<file path="config.mk">
export PLATFORM = sky130hd
export DESIGN_NAME = tpg_multi_flat
export DESIGN_NICKNAME = d
export VERILOG_FILES = /design/src/rtl/tpg_multi_if.sv /design/src/rtl/tpg_multi.sv /design/src/flat_wrapper.sv
export SDC_FILE = /design/constraint.sdc
export NUM_CORES = 1
export LEC_CHECK = 0
export ABC_AREA = 1
export CAP_MARGIN = 40
export CORE_AREA = 2 2 174 176
export DETAILED_ROUTE_END_ITERATION = 10
export DIE_AREA = 0 0 176 178
export DONT_BUFFER_PORTS = 1
export GPL_TIMING_DRIVEN = 1
export PLACE_DENSITY = 0.79
export SYNTH_ARGS = -nofsm -noshare
export SYNTH_HDL_FRONTEND = slang
export SYNTH_SLANG_ARGS = --single-unit
</file>
<file path="constraint.sdc">
create_clock -name clk -period 6.65 [get_ports clk]
set_input_delay 0.665 -clock clk [delete_from_list [all_inputs] [get_ports clk]]
set_output_delay 0.665 -clock clk [all_outputs]
set_load 0.05 [all_outputs]
</file>
<file path="src/rtl/tpg_multi_if.sv">
// Video output bundle of tpg_multi: syncs, data-valid, frame/line markers and pixel.
interface tpg_multi_if #(
  parameter int PW  = 8,
  parameter int NCH = 3
);
  logic                hs;
  logic                vs;
  logic                de;
  logic                sof;
  logic                eol;
  logic [NCH*PW-1:0]   pix;

  modport master (output hs, vs, de, sof, eol, pix);
  modport slave  (input  hs, vs, de, sof, eol, pix);
endinterface

</file>
<file path="src/rtl/tpg_multi.sv">
// Programmable raster test-pattern generator (solid, h/v ramp, colour bars, checker).
// Optional TPG_MOTION_EN: ramps, bars and checker scroll by frame_cnt.
module tpg_multi #(
  parameter int PW     = 8,
  parameter int NCH    = 3,
  parameter int H_BITS = 12,
  parameter int V_BITS = 12
) (
  input  logic              clk,
  input  logic              rst_n,
  input  logic              en,
  input  logic [2:0]        mode,
  input  logic [NCH*PW-1:0] solid_color,
  input  logic [H_BITS-1:0] h_total,
  input  logic [H_BITS-1:0] hs_start,
  input  logic [H_BITS-1:0] hs_end,
  input  logic [H_BITS-1:0] h_act_start,
  input  logic [H_BITS-1:0] h_act_end,
  input  logic [V_BITS-1:0] v_total,
  input  logic [V_BITS-1:0] vs_start,
  input  logic [V_BITS-1:0] vs_end,
  input  logic [V_BITS-1:0] v_act_start,
  input  logic [V_BITS-1:0] v_act_end,
  input  logic [H_BITS-1:0] bar_w,
  input  logic [3:0]        chk_log2,
  input  logic              hs_pol,
  input  logic              vs_pol,
  output logic              busy,
  output logic [15:0]       frame_cnt,
  tpg_multi_if.master       vid
);

  localparam int TW = H_BITS + 3;

  typedef enum logic {IDLE, RUN} state_t;

  state_t              state_reg, state_next;
  logic [H_BITS-1:0]   x_reg, x_next;
  logic [V_BITS-1:0]   y_reg, y_next;
  logic                load;
  logic                frame_end;
  logic [15:0]         fc_reg;

  logic [H_BITS-1:0]   ht_sh, hs0_sh, hs1_sh, ha0_sh, ha1_sh, bw_sh;
  logic [V_BITS-1:0]   vt_sh, vs0_sh, vs1_sh, va0_sh, va1_sh;
  logic [2:0]          mode_sh;
  logic [NCH*PW-1:0]   solid_sh;
  logic [3:0]          chk_sh;

  logic                hs_act_reg, vs_act_reg, de_reg, sof_reg, eol_reg;
  logic [NCH*PW-1:0]   pix_reg;

  // ---------------- FSM and raster counters ----------------
  always_ff @(posedge clk or negedge rst_n) begin
    if (!rst_n) begin
      state_reg <= IDLE;
      x_reg     <= '0;
      y_reg     <= '0;
      fc_reg    <= '0;
    end else begin
      state_reg <= state_next;
      x_reg     <= x_next;
      y_reg     <= y_next;
      if (frame_end)
        fc_reg <= fc_reg + 16'd1;
    end
  end

  always_comb begin
    state_next = state_reg;
    x_next     = x_reg;
    y_next     = y_reg;
    load       = 1'b0;
    frame_end  = 1'b0;
    case (state_reg)
      IDLE: begin
        if (en) begin
          state_next = RUN;
          load       = 1'b1;
          x_next     = '0;
          y_next     = '0;
        end
      end
      RUN: begin
        if (x_reg == ht_sh - H_BITS'(1)) begin
          x_next = '0;
          if (y_reg == vt_sh - V_BITS'(1)) begin
            y_next    = '0;
            frame_end = 1'b1;
            if (en)
              load = 1'b1;
            else
              state_next = IDLE;
          end else begin
            y_next = y_reg + V_BITS'(1);
          end
        end else begin
          x_next = x_reg + H_BITS'(1);
        end
      end
      default: state_next = IDLE;
    endcase
  end

  // Frame configuration is frozen at every frame start so mid-frame writes land next frame.
  always_ff @(posedge clk or negedge rst_n) begin
    if (!rst_n) begin
      ht_sh    <= '0; hs0_sh <= '0; hs1_sh <= '0; ha0_sh <= '0; ha1_sh <= '0; bw_sh <= '0;
      vt_sh    <= '0; vs0_sh <= '0; vs1_sh <= '0; va0_sh <= '0; va1_sh <= '0;
      mode_sh  <= '0;
      solid_sh <= '0;
      chk_sh   <= '0;
    end else if (load) begin
      ht_sh    <= h_total;  hs0_sh <= hs_start; hs1_sh <= hs_end;
      ha0_sh   <= h_act_start; ha1_sh <= h_act_end; bw_sh <= bar_w;
      vt_sh    <= v_total;  vs0_sh <= vs_start; vs1_sh <= vs_end;
      va0_sh   <= v_act_start; va1_sh <= v_act_end;
      mode_sh  <= mode;
      solid_sh <= solid_color;
      chk_sh   <= chk_log2;
    end
  end

  // ---------------- position decode ----------------
  logic              run;
  logic              in_h, in_v, de_n, hs_n, vs_n, sof_n, eol_n;
  logic [H_BITS-1:0] ax, px;
  logic [V_BITS-1:0] ay;
  logic [PW-1:0]     fc;

  assign run   = (state_reg == RUN);
  assign in_h  = (x_reg >= ha0_sh) && (x_reg < ha1_sh);
  assign in_v  = (y_reg >= va0_sh) && (y_reg < va1_sh);
  assign de_n  = run && in_h && in_v;
  assign hs_n  = run && (x_reg >= hs0_sh) && (x_reg < hs1_sh);
  assign vs_n  = run && (y_reg >= vs0_sh) && (y_reg < vs1_sh);
  assign sof_n = de_n && (x_reg == ha0_sh) && (y_reg == va0_sh);
  // The active window may run past the line end; the line's last clock then closes it.
  assign eol_n = de_n && ((x_reg == ha1_sh - H_BITS'(1)) || (x_reg == ht_sh - H_BITS'(1)));

  assign ax = x_reg - ha0_sh;
  assign ay = y_reg - va0_sh;

`ifdef TPG_MOTION_EN
  assign fc = fc_reg[PW-1:0];
`else
  assign fc = '0;
`endif

  assign px = ax + H_BITS'(fc);

  // ---------------- pattern generation ----------------
  logic [H_BITS-1:0] bw_eff;
  logic [6:0]        bar_past;
  logic [2:0]        bar_idx;
  logic [2:0]        bar_code;
  logic              chk_x, chk_y, chk_on;
  logic [PW-1:0]     hr_v, vr_v;
  logic [NCH*PW-1:0] hramp_pix, vramp_pix, bar_pix, pat;

  assign bw_eff = (bw_sh == '0) ? H_BITS'(1) : bw_sh;

  genvar gi;
  // Bar index = number of bar boundaries k*bar_w already passed, capped at 7 by construction.
  for (gi = 0; gi < 7; gi++) begin : g_bar
    assign bar_past[gi] = TW'(px) >= (TW'(gi + 1) * TW'(bw_eff));
  end

  always_comb begin
    bar_idx = '0;
    for (int i = 0; i < 7; i++)
      bar_idx = bar_idx + {2'b00, bar_past[i]};
  end

  assign bar_code = ~bar_idx;

  assign chk_x  = |(px & (H_BITS'(1) << chk_sh));
  assign chk_y  = |(ay & (V_BITS'(1) << chk_sh));
  assign chk_on = ({28'd0, chk_sh} < 32'(H_BITS)) && (chk_x ^ chk_y);

  assign hr_v = PW'(px);
  assign vr_v = PW'(ay) + fc;

  for (gi = 0; gi < NCH; gi++) begin : g_ch
    assign hramp_pix[gi*PW +: PW] = hr_v;
    assign vramp_pix[gi*PW +: PW] = vr_v;
    if (gi < 3) begin : g_rgb
      assign bar_pix[gi*PW +: PW] = {PW{bar_code[2-gi]}};
    end else begin : g_extra
      assign bar_pix[gi*PW +: PW] = '0;
    end
  end

  always_comb begin
    pat = '0;
    case (mode_sh)
      3'd0:    pat = solid_sh;
      3'd1:    pat = hramp_pix;
      3'd2:    pat = vramp_pix;
      3'd3:    pat = bar_pix;
      3'd4:    pat = chk_on ? solid_sh : '0;
      default: pat = '0;
    endcase
  end

  // ---------------- registered outputs ----------------
  always_ff @(posedge clk or negedge rst_n) begin
    if (!rst_n) begin
      hs_act_reg <= 1'b0;
      vs_act_reg <= 1'b0;
      de_reg     <= 1'b0;
      sof_reg    <= 1'b0;
      eol_reg    <= 1'b0;
      pix_reg    <= '0;
    end else begin
      hs_act_reg <= hs_n;
      vs_act_reg <= vs_n;
      de_reg     <= de_n;
      sof_reg    <= sof_n;
      eol_reg    <= eol_n;
      pix_reg    <= de_n ? pat : '0;
    end
  end

  // Polarity is applied after the register so it follows the live inputs.
  assign vid.hs    = ~(hs_act_reg ^ hs_pol);
  assign vid.vs    = ~(vs_act_reg ^ vs_pol);
  assign vid.de    = de_reg;
  assign vid.sof   = sof_reg;
  assign vid.eol   = eol_reg;
  assign vid.pix   = pix_reg;
  assign busy      = run;
  assign frame_cnt = fc_reg;

endmodule
</file>
<file path="src/flat_wrapper.sv">
// flat-port wrapper written by rule: the top's interface ports become plain ports
module tpg_multi_flat 
#(
  parameter int PW     = 8,
  parameter int NCH    = 3,
  parameter int H_BITS = 12,
  parameter int V_BITS = 12
)
  (clk, rst_n, en, mode, solid_color, h_total, hs_start, hs_end, h_act_start, h_act_end, v_total, vs_start, vs_end, v_act_start, v_act_end, bar_w, chk_log2, hs_pol, vs_pol, busy, frame_cnt, vid_hs, vid_vs, vid_de, vid_sof, vid_eol, vid_pix);
  tpg_multi_if #(.PW(PW), .NCH(NCH)) vid_i ();
  input  logic clk;
  input  logic rst_n;
  input  logic en;
  input  logic [2:0] mode;
  input  logic [NCH*PW-1:0] solid_color;
  input  logic [H_BITS-1:0] h_total;
  input  logic [H_BITS-1:0] hs_start;
  input  logic [H_BITS-1:0] hs_end;
  input  logic [H_BITS-1:0] h_act_start;
  input  logic [H_BITS-1:0] h_act_end;
  input  logic [V_BITS-1:0] v_total;
  input  logic [V_BITS-1:0] vs_start;
  input  logic [V_BITS-1:0] vs_end;
  input  logic [V_BITS-1:0] v_act_start;
  input  logic [V_BITS-1:0] v_act_end;
  input  logic [H_BITS-1:0] bar_w;
  input  logic [3:0] chk_log2;
  input  logic hs_pol;
  input  logic vs_pol;
  output logic busy;
  output logic [15:0] frame_cnt;
  output wire logic [$bits(vid_i.hs)-1:0] vid_hs;
  output wire logic [$bits(vid_i.vs)-1:0] vid_vs;
  output wire logic [$bits(vid_i.de)-1:0] vid_de;
  output wire logic [$bits(vid_i.sof)-1:0] vid_sof;
  output wire logic [$bits(vid_i.eol)-1:0] vid_eol;
  output wire logic [$bits(vid_i.pix)-1:0] vid_pix;
  assign vid_hs = vid_i.hs;
  assign vid_vs = vid_i.vs;
  assign vid_de = vid_i.de;
  assign vid_sof = vid_i.sof;
  assign vid_eol = vid_i.eol;
  assign vid_pix = vid_i.pix;
  tpg_multi #(.PW(PW), .NCH(NCH), .H_BITS(H_BITS), .V_BITS(V_BITS)) u_core (.clk(clk), .rst_n(rst_n), .en(en), .mode(mode), .solid_color(solid_color), .h_total(h_total), .hs_start(hs_start), .hs_end(hs_end), .h_act_start(h_act_start), .h_act_end(h_act_end), .v_total(v_total), .vs_start(vs_start), .vs_end(vs_end), .v_act_start(v_act_start), .v_act_end(v_act_end), .bar_w(bar_w), .chk_log2(chk_log2), .hs_pol(hs_pol), .vs_pol(vs_pol), .busy(busy), .frame_cnt(frame_cnt), .vid(vid_i));
endmodule
</file>
Yosys cells after proc, flatten, opt, wreduce, memory -nomap -nowiden
Cells that the tools add are included.
{"block": "classes", "n_addsub": 14, "n_mul": 4, "n_lt_le_gt_ge": 16, "n_eq_ne": 11, "shifts": 1, "muxes": 20, "bitwise": 9, "reduce_logical": 18}
{"cell": "one-hot mux 24 bit (5 select lines)", "n": 1}
{"cell": "equality test 12 bit", "n": 5}
{"cell": "greater-or-equal comparator 12 bit", "n": 5}
{"cell": "two-way mux 12 bit", "n": 5}
{"cell": "less-than comparator 12 bit", "n": 4}
{"cell": "two-way mux 24 bit", "n": 2}
{"cell": "one-hot mux 12 bit (2 select lines)", "n": 2}
{"cell": "greater-or-equal comparator 12 x 15 -> 1 bit", "n": 3}
{"cell": "subtractor 12 x 1 -> 12 bit (second input constant)", "n": 3}
{"cell": "multiplier 3 x 12 -> 15 bit (first input constant)", "n": 2}
{"cell": "greater-or-equal comparator 12 x 14 -> 1 bit", "n": 2}
{"cell": "multiplier 2 x 12 -> 14 bit (first input constant)", "n": 2}
{"cell": "adder 12 x 1 -> 12 bit (second input constant)", "n": 2}
{"cell": "bitwise AND 12 bit", "n": 2}
{"cell": "OR reduction 12 bit", "n": 2}
{"cell": "subtractor 12 bit", "n": 2}
{"cell": "adder 16 x 1 -> 16 bit (second input constant)", "n": 1}
{"cell": "adder 3 x 1 -> 3 bit", "n": 5}
{"cell": "greater-or-equal comparator 12 x 13 -> 1 bit", "n": 1}
{"cell": "logical AND 1 bit", "n": 12}
{"cell": "zero test 12 bit", "n": 1}
{"cell": "left shift 1 x 4 -> 12 bit (first input constant)", "n": 1}
{"cell": "two-way mux 1 bit", "n": 8}
{"cell": "equality test 3 x 2 -> 1 bit (second input constant)", "n": 2}
{"cell": "12 further kinds", "n": 18}
{"block": "totals", "reg_bits": 233, "input_bits": 168, "out_inout_bits": 46, "word_cells": 117}

Depth between registers and ports, before layout
{"block": "depth", "depth_word": 12, "depth_mapped": 32, "depth_no_buf": 31}

Least setup slack after synthesis
No wires, ideal clock.
{"block": "synth_timing", "kind": "register to register", "startpoint": "reg u_core.bw_sh[10]", "endpoint": "reg u_core.pix_reg[3] (netlist: u_core.vid.pix[3])", "setup_ns": 0.078, "arrival_ns": 6.062, "t_required_ns": 6.572, "slack_ns": 0.510, "stages_incl_launch_ff": 29, "n_path_buf": 1, "period_less_slack_ns": 6.140, "cell_sequence": "dfrtp_1 inv_1 ha_1 nand3_1 nor2_1 clkbuf_1 nor2_1 inv_1 fa_1 inv_1 a31oi_1 inv_1 a21oi_1 o21ai_0 xor2_1 ha_1 nand2_1 or3_1 nor4_1 nor2_1 fa_1 inv_1 fa_1 ha_1 fa_1 or2_2 a21oi_1 nor3_1 a21oi_1"}
{"block": "synth_via", "elab_chain_len": 12, "word_cells_on_any_way": 22, "classes_between": "add/sub: 6; mul: 4; order compare: 7; mux: 3; bitwise: 1; reduce/logical: 1"}
{"element": "start, declared", "line_no": "tpg_multi.sv:44", "text": "logic [H_BITS-1:0] ht_sh, hs0_sh, hs1_sh, ha0_sh, ha1_sh, bw_sh;"}
{"element": "start signal, assigned", "line_no": "tpg_multi.sv:115", "text": "ha0_sh <= h_act_start; ha1_sh <= h_act_end; bw_sh <= bar_w;"}
{"element": "zero test 12 bit", "line_no": "tpg_multi.sv:161", "text": "assign bw_eff = (bw_sh == '0) ? H_BITS'(1) : bw_sh;"}
{"element": "two-way mux 12 bit *", "line_no": "tpg_multi.sv:161"}
{"element": "multiplier 2 x 12 -> 14 bit (tied with other cells)", "line_no": "tpg_multi.sv:166", "text": "assign bar_past[gi] = TW'(px) >= (TW'(gi + 1) * TW'(bw_eff));"}
{"element": "greater-or-equal comparator 12 x 14 -> 1 bit / adder 1 x 1 -> 2 bit (equally long branches)", "line_no": "tpg_multi.sv:166, tpg_multi.sv:172"}
{"element": "adder 3 x 1 -> 3 bit (4 in a row)", "line_no": "tpg_multi.sv:172", "text": "bar_idx = bar_idx + {2'b00, bar_past[i]};"}
{"element": "adder 3 x 1 -> 3 bit *", "line_no": "tpg_multi.sv:172"}
{"element": "NOT 3 bit *", "line_no": "tpg_multi.sv:175", "text": "assign bar_code = ~bar_idx;"}
{"element": "one-hot mux 24 bit (5 select lines) *", "line_no": "tpg_multi.sv:196", "text": "case (mode_sh)"}
{"element": "two-way mux 24 bit *", "line_no": "tpg_multi.sv:221", "text": "pix_reg <= de_n ? pat : '0;"}
{"element": "end signal, assigned", "line_no": "tpg_multi.sv:221"}
{"element": "end, declared", "line_no": "tpg_multi.sv:51", "text": "logic [NCH*PW-1:0] pix_reg;"}
Every way passes the cells marked *; elsewhere a longest branch is shown, timed or not.
A chain may end at the register's enable or synchronous reset.

Worst setup path after layout
{"block": "layout_timing", "startpoint": "reg u_core.bw_sh[1]", "endpoint": "reg u_core.pix_reg[3] (netlist: u_core.vid.pix[3])"}
Same word-level chain as after synthesis.

==> reports/summary.txt <==
DP HPWL -> 37300 um
Mean Syn Cell Area -> 7.32 um^2
Setup crit start kind -> register
DR WL/cell -> 17.1 um
min-delay worst type -> primary input to async pin
Layout area overhead -> 7.81%
reg2reg path depth -> 31
Fin. Hold Viols -> 0
pre-CTS setup slack -> 0.133 ns
most frequent cells in the layout -> nand2_1, inv_1, dfrtp_1
# IOs -> 214
Initial Utilization -> 64.3%
Hold Slack -> 0.0318 ns
number of iterations in the first detailed-routing pass -> 6
Skew-Pair Late Insertion Delay -> 0.56 ns
die area -> 0.0313 mm^2
number of I/O port buffers -> 0
H-tree levels -> 1
Slew Viols, Final -> 19
Final Setup Violations -> 0
clock skew -> 0.0245 ns
root buffer cell -> clkbuf_16
status -> finished, violations left
period utilization -> 95.1%
most common cell after layout, fill and taps aside -> nand2_1
clk slew on worst S/H paths -> 0.06 ns
clock buffers created by TritonCTS -> 28
num rows -> 63
failing checks -> max-slew violations
final worst path period need -> 6.32 ns
fmax -> 158 MHz
Reg2Reg Setup Slack -> 0.33 ns
CP peak stage delay -> 0.51 ns
clk buf depth -> 3
post-synthesis instance area -> 0.0189 mm^2
dpl cells -> 2917
PD cells -> 270 mW/mm^2
Lkg Pwr -> 10.4 nW
Core Region -> 0.0294 mm^2
vias in the first global route -> 16344
post-route insts no fill -> 2976
Residual DRC -> 0
Critical R2R Launch -> u_core.bw_sh[1]
worst flop-to-flop path endpoint -> u_core.vid.pix[3]
top cell type by total area after synthesis -> dfrtp_1
post-synthesis sequential area ratio -> 30.8%
initial antenna violation count -> 0
Overall Global Routing Usage -> 32.1%
VDD IR max -> 0.220 mV
Slew HR -> -0.400%
via density per instance -> 5.81
die height -> 178 um
Antenna Cells -> 0
Netlist cell types -> 47
Arr. time, crit path -> 6.79 ns
placer congestion estimate -> 0.958
CTS tree -> done
antenna-violating nets left -> 0
post-synthesis register bit count -> 233
cells after synthesis -> 2585
setup ws final -> 0.328 ns
Yosys Warn Count -> 0
max_cap viols -> 0
Crit path required time -> 7.12 ns
Sinks on Clock Net -> 233
via count -> 17285
CP endpoint kind -> register
largest net degree at the start of global routing -> 234
critical-path cell with the highest stage delay -> fa_1
nets@finish -> 2974
Syn Nets -> 2994
most frequent CP cell -> nand2_1
Detailed Route WL -> 50800 um
DRT iter0 DRCs -> 1518
die width -> 176 um
CP Class -> register to register
top-area cell type share of the netlist area -> 30.8%
actual slew at the worst max-slew pin -> 1.51 ns
share of layout cells above drive strength 1 -> 4.99%
global-route wire length before repair -> 81400 um
CP max FO -> 8
grt ovf -> 0
Area contributors post-synth -> dfrtp_1, ha_1, nand2_1, inv_1, nand4_1
-- cells in the mapped netlist, drive strengths merged --
cell type  instances
nand2            684
inv              345
dfrtp            233
ha               224
nand4            203
nor2             192
nand3            133
a21oi            128
xor2              73
nor3              69
o21ai             66
clkbuf            47
buf               46
xnor2             39
fa                17
a211oi            12
o22ai             11
nand3b            10
nor4               7
o21bai             7
a21o               6
o211ai             6
or2                4
a21boi             3
and2               3
nor3b              3
o2111ai            2
o21a               2
o221a              2
o41ai              2
a221oi             1
a31oi              1
clkinv             1
o221ai             1
o311ai             1
or3                1
-- critical path: cells and delay by family (launching register included) --
family | cells | cell delay, ns
adder cells (fa/ha/maj) | 7 | 2.50
flip-flops | 1 | 0.46
buffers and inverters | 5 | 0.78
XOR/XNOR | 1 | 0.16
AND/OR/NAND/NOR | 13 | 1.60
AO/OA/AOI/OAI | 5 | 0.73
-- layout make-up --
type	count	area, um^2
Clock buffer	41	810
Clock inverter	10	144
Tap cell	390	488
Inverter	346	1300
Multi-Input combinational cell	1913	11400
Timing Repair Buffer	43	370
Sequential cell	233	5830
Fill cell	2468	9010
-- worst max-delay path by stage --
stage,startpoint,end,slack [ns],depth (start not counted)
3_5_place_dp,u_core.bw_sh[10],u_core.vid.pix[5],0.13,31
5_1_grt,u_core.bw_sh[1],u_core.vid.pix[6],-0.02,30
6_report,u_core.bw_sh[1],u_core.vid.pix[3],0.33,31
3_3_place_gp,u_core.bw_sh[10],u_core.vid.pix[3],0.30,31
4_1_cts,u_core.bw_sh[7],u_core.vid.pix[11],0.08,29
2_1_floorplan,u_core.bw_sh[10],u_core.vid.pix[3],0.51,28
-- through the flow --
| step | TNS, ns | total power [W] | cell area [um^2] | utilization [%] |
|---|---|---|---|---|
| floorplan | 0 | 0.00317 | 18900 | - |
| global placement | 0 | 0.00374 | 19200 | 65.3 |
| detailed placement | 0 | 0.00383 | 19300 | 65.5 |
| CTS | 0 | 0.00544 | 20200 | 68.9 |
| global route | -0.0248 | 0.00594 | 20400 | 69.4 |
| finish | 0 | 0.00551 | 20400 | 69.4 |
-- where the power goes --
group / internal [W] / switching, W / total (W) / leakage, nW
Combinational: 0.000953 / 0.00150 / 0.00246 / 6.68
Clock: 0.000959 / 0.000617 / 0.00158 / 0.470
Sequential: 0.00145 / 0.0000286 / 0.00148 / 3.22
Total: 0.00336 / 0.00215 / 0.00551 / 10.4
-- layer usage --
metal	GRT usage (%)	up-vias	part of all wire, %
li1	-	8535	-
met1	42.4	8054	43
met2	54.1	583	47
met3	5.56	113	7.0
met4	9.85	0	2.9
met5	0	-	0
-- kinds of logic after synthesis --
kind of cell	share of synthesized area (%)
compound gates	7.40
fa+ha+maj	16.6
simple gates	30.6
flops	30.8
buf+inv	9.30
xor+xnor	5.23
-- timing repair --
action / CTS / global route
endpoints found under the hold margin: 233 / 0
setup endpoints to repair: 0 / 21
setup buffers: 0 / 7
hold buffers: 1 / 0
resized for setup: 0 / 29
Power figures use the tool's default switching activity.
